## src/rtl/ysyx_22050612_ifu_pkg.sv

```systemverilog
// ysyx_22050612_ifu_pkg: shared states and constants for the instruction fetch unit
package ysyx_22050612_ifu_pkg;
  typedef enum logic [1:0] {S_REQ, S_WAIT, S_HOLD, S_HALT} state_e;
  localparam logic [63:0] RESET_PC_DEFAULT = 64'h8000_0000;
  localparam logic [31:0] EBREAK_INST = 32'h0010_0073;
  localparam logic [63:0] INST_STEP = 64'd4;
endpackage

```

## src/rtl/ysyx_22050612_ifu_wsel.sv

```systemverilog
// ysyx_22050612_ifu_wsel: picks the 32-bit instruction word out of a fetched doubleword
module ysyx_22050612_ifu_wsel (
  input  logic [63:0] data,
  input  logic        sel,
  output logic [31:0] word
);
  assign word = sel ? data[63:32] : data[31:0];
endmodule

```

## src/rtl/ysyx_22050612_ifu.sv

```systemverilog
// ysyx_22050612_ifu: single-outstanding instruction fetch with redirect and decode handshake
// Define IFU_EBREAK_HALT_EN to stop fetching after an ebreak is handed to decode.
module ysyx_22050612_ifu
  import ysyx_22050612_ifu_pkg::*;
#(
  parameter logic [63:0] RESET_PC = RESET_PC_DEFAULT,
  parameter int          ADDR_W   = 64
) (
  input  logic              clk,
  input  logic              rst,
  output logic              req_valid,
  input  logic              req_ready,
  output logic [ADDR_W-1:0] req_addr,
  input  logic              resp_valid,
  input  logic [63:0]       resp_data,
  output logic              inst_valid,
  input  logic              inst_ready,
  output logic [31:0]       inst,
  output logic [ADDR_W-1:0] inst_pc,
  input  logic              redirect_valid,
  input  logic [ADDR_W-1:0] redirect_pc,
  output logic              halted
);
  localparam logic [ADDR_W-1:0] STEP = ADDR_W'(INST_STEP);
  state_e state_q, state_d;
  logic [ADDR_W-1:0] pc_q, pc_d, target;
  logic drop_q, drop_d;
  logic [31:0] inst_q, inst_d, word;
  ysyx_22050612_ifu_wsel u_wsel (.data(resp_data), .sel(pc_q[2]), .word(word));
  assign target = redirect_pc & ~ADDR_W'(3);
  assign req_valid = rst && state_q == S_REQ;
  assign inst_valid = rst && state_q == S_HOLD;
  assign req_addr = pc_q & ~ADDR_W'(7);
  assign inst = inst_q;
  assign inst_pc = pc_q;
`ifdef IFU_EBREAK_HALT_EN
  assign halted = rst && state_q == S_HALT;
`else
  assign halted = 1'b0;
`endif
  always_comb begin
    state_d = state_q;
    pc_d = pc_q;
    drop_d = drop_q;
    inst_d = inst_q;
    case (state_q)
      S_REQ: begin
        pc_d = redirect_valid ? target : pc_q;
        if (req_ready) begin
          state_d = S_WAIT;
          drop_d = redirect_valid;
        end
      end
      S_WAIT: begin
        if (redirect_valid) begin
          pc_d = target;
          drop_d = !resp_valid;
          state_d = resp_valid ? S_REQ : S_WAIT;
        end else if (resp_valid) begin
          drop_d = 1'b0;
          inst_d = drop_q ? inst_q : word;
          state_d = drop_q ? S_REQ : S_HOLD;
        end
      end
      S_HOLD: begin
        if (redirect_valid) begin
          pc_d = target;
          state_d = S_REQ;
        end else if (inst_ready) begin
`ifdef IFU_EBREAK_HALT_EN
          pc_d = inst_q == EBREAK_INST ? pc_q : pc_q + STEP;
          state_d = inst_q == EBREAK_INST ? S_HALT : S_REQ;
`else
          pc_d = pc_q + STEP;
          state_d = S_REQ;
`endif
        end
      end
      default: state_d = state_q;
    endcase
  end
  always_ff @(posedge clk) begin
    if (!rst) begin
      state_q <= S_REQ;
      pc_q <= ADDR_W'(RESET_PC);
      drop_q <= 1'b0;
      inst_q <= '0;
    end else begin
      state_q <= state_d;
      pc_q <= pc_d;
      drop_q <= drop_d;
      inst_q <= inst_d;
    end
  end
endmodule

```

## config.mk

```make
export PLATFORM = sky130hd
export DESIGN_NAME = ysyx_22050612_ifu
export DESIGN_NICKNAME = d
export VERILOG_FILES = /design/src/rtl/ysyx_22050612_ifu_pkg.sv /design/src/rtl/ysyx_22050612_ifu_wsel.sv /design/src/rtl/ysyx_22050612_ifu.sv
export SDC_FILE = /design/constraint.sdc
export NUM_CORES = 1
export LEC_CHECK = 0
export ABC_AREA = 1
export CAP_MARGIN = 25
export CORE_AREA = 2 2 137 139
export DETAILED_ROUTE_END_ITERATION = 16
export DIE_AREA = 0 0 139 141
export PLACE_DENSITY = 0.77
export SLEW_MARGIN = 20
export SYNTH_ARGS = -nofsm -noshare
export SYNTH_HDL_FRONTEND = slang
export SYNTH_SLANG_ARGS = --single-unit
```

## constraint.sdc

```tcl
create_clock -name clk -period 2 [get_ports clk]
set_input_delay 0.4 -clock clk [delete_from_list [all_inputs] [get_ports clk]]
set_output_delay 0.4 -clock clk [all_outputs]
set_load 0.03 [all_outputs]
```

==> metrics.txt <==
Seq pwr share 27.9%; post-route ant nets 0; Clock Path Buffers 2; vias 8628; pin count of the biggest net entering global routing 65; area of the multi-input gates 0.00410 mm²; TNS Setup 0 ns; Final setup viols 0; Synth Register Bits 97; WP data required 1.60 ns; peak fanout along the critical path 7; routed vias/inst 5.08; share of layout cells above drive strength 1 8.14%; top-area cell type share of the netlist area 27.3%; setup bufs post-CTS 0; CP cell instances clkdlybuf4s50_1; Syn Area/Cell 5.88 µm²; synth cell count leaders 377 x nand2_1, 195 x nor2_1, 97 x dfxtp_1, 88 x inv_1, 74 x buf_4; Slew Limit Fails 0; dpl hpwl 21300 µm; critical path class reg2out; chip width 139 µm; fmax 506 MHz; count leader, synth nand2_1; Post-route DRC 0; Cells after Synth 1208; Post-Syn Area 0.00710 mm²; switching part of the total power 43.8%; critical path's slowest cell clkdlybuf4s50_1; filler-free cell count of the finished design 1697; cts bufs inserted 9; port buffer count 288; Final Hold Viols 0; 1st-iter DRT viols 575; Worst setup SP type flop; number of global-route vias before repair 8013; Design Area, Final 0.0106 mm²; Buf/Inv on CP 1; Detailed Routing Iterations Pass 1 5; GRT Total Usage 26.8%; Post-synth EDFFs 0; number of max-cap violations 0; root buf cell clkbuf_16; Peak VDD IR 0.000480 V; Fillers 1794; asr flop ratio synth 0%; Int Pwr 0.00582 W; total design power 0.0103 W; remaining global-route overflow 0; register area 0.00195 mm²; Clk pwr share 21.5%; nets 1596; CP max stage delay 0.73 ns; Synth area leader dfxtp_1; Core Box Area 0.0183 mm²; post-synth cell types 38; DP Cell Count 1680; I/O pins 297; initial antenna violation count 1; Clk Latency, worst-skew pair 0.36 ns; Final period util 98.9%; Initial Util 38.9%; DR WL/cell 16.0 µm; site row count 50; global-route wire length before repair 41800 µm; Cell Pwr Density 978 mW/mm²; total wire length 27100 µm; shortest period the worst path allows 1.98 ns; Seq/Total Area, Yosys 27.3%; yosys warns 0; net switching power 0.00453 W; CTS tree built; Logic pwr share 50.6%; Worst EP arrival 1.58 ns; Leakage Power 4.76 nW; Die Height 141 µm; top_reg_cell synth dfxtp_1; Post-Route Skew 0.0109 ns; delay-heaviest family, CP buffers and inverters; area post-placement 0.0101 mm²; post-route core utilization 57.9%; Worst Tran Pin Value 0.639 ns; outcome completed; Area growth syn-to-layout 48.9%; CP endpoint kind output pin; Slew Limit Headroom 57.3%; gpl congestion 0.984; CTS Hold Bufs 0; die area 0.0196 mm²; top cells by area, synth dfxtp_1 27%, nand2_1 20%, nor2_1 10%; Worst-path clk slew 0.08 ns; H-tree depth 3; Num Clock Sinks 97; hold crit path type reg2reg
==> per-layer routing <==
metal  track usage, %  up-vias  wire length [µm]
met3             7.13       57              2370
met2             46.6      353             13100
met5                0        -                 0
met4             11.0        0               892
li1                 -     4307                 -
met1             31.2     3911             10700
==> path summary, 6_finish.rpt <==
| check | startpoint | to | slack (ns) | cells past startpoint |
|---|---|---|---|---|
| max | inst_pc[59] | req_addr[59] | 0.02 | 1 |
| min | inst_pc[11] | inst_pc[11] | 0.52 | 2 |
| max reg2reg | inst_pc[9] | inst_pc[61] | 0.14 | 9 |
| min reg2reg | inst_pc[11] | inst_pc[11] | 0.52 | 2 |
==> flip-flops by register name (all words and copies together) (netlist names) <==
signal / count
state_q: 2
drop_q: 1
inst: 32
inst_pc: 62
==> cell usage in the layout (no fill, tap or decap), types with 4 or more instances in the layout <==
| master | count |
|---|---|
| nand2_1 | 377 |
| clkdlybuf4s50_1 | 222 |
| nor2_1 | 192 |
| dfxtp_1 | 94 |
| inv_1 | 88 |
| o21ai_0 | 72 |
| nand3_1 | 68 |
| a21oi_1 | 65 |
| buf_4 | 56 |
| dlymetal6s2s_1 | 37 |
| a31oi_1 | 35 |
| dlygate4sd2_1 | 25 |
| nand4_1 | 14 |
| o21ai_1 | 11 |
| nor2_2 | 11 |
| clkbuf_16 | 9 |
| buf_12 | 9 |
| xor2_1 | 8 |
| nor3_1 | 7 |
| inv_2 | 6 |
| nor2_4 | 6 |
| conb_1 | 6 |
| o211ai_1 | 5 |
| ha_1 | 5 |
| nand2_2 | 4 |
| bufinv_16 | 4 |
==> per-stage QoR <==
stage	setup WS, ns	hold slack, ns
detailed placement	-0.102	0.525
finish	0.0221	0.517
CTS	0.00261	0.539
global placement	-0.0475	0.497
global route	-0.00231	0.553
floorplan	0.132	0.477
==> power by group through the flow <==
stage | Combinational, W | Clock, W | Sequential (W)
2_1_floorplan | 0.00273 | 0 | 0.00351
3_3_place_gp | 0.00526 | 0 | 0.00292
3_5_place_dp | 0.00533 | 0 | 0.00292
4_1_cts | 0.00527 | 0.00224 | 0.00288
5_1_grt | 0.00564 | 0.00233 | 0.00295
6_report | 0.00523 | 0.00222 | 0.00289
==> cells by family after synthesis <==
group | share of synthesized area, %
buffers and inverters | 15.4
AOI/OAI and AO/OA | 15.0
xor gates and xnor gates | 1.36
DFF | 27.3
adders and majority gates | 0.881
and+or+nand+nor | 40.0
other | 0.0528
==> area by class of cell <==
type | count | share of cell area, %
Inverter | 95 | 3.39
Clock inverter | 6 | 1.29
Antenna cell | 1 | 0.0237
Sequential cell | 97 | 18.4
Clock buffer | 10 | 2.26
Tap cell | 234 | 2.77
Timing Repair Buffer | 349 | 33.1
Multi-Input combinational cell | 905 | 38.7
==> timing repair <==
item	CTS	global route
endpoints found under the setup margin	26	56
gates resized for setup	25	44
hold endpoints to repair	0	0
(Power assumes the default switching activity.)
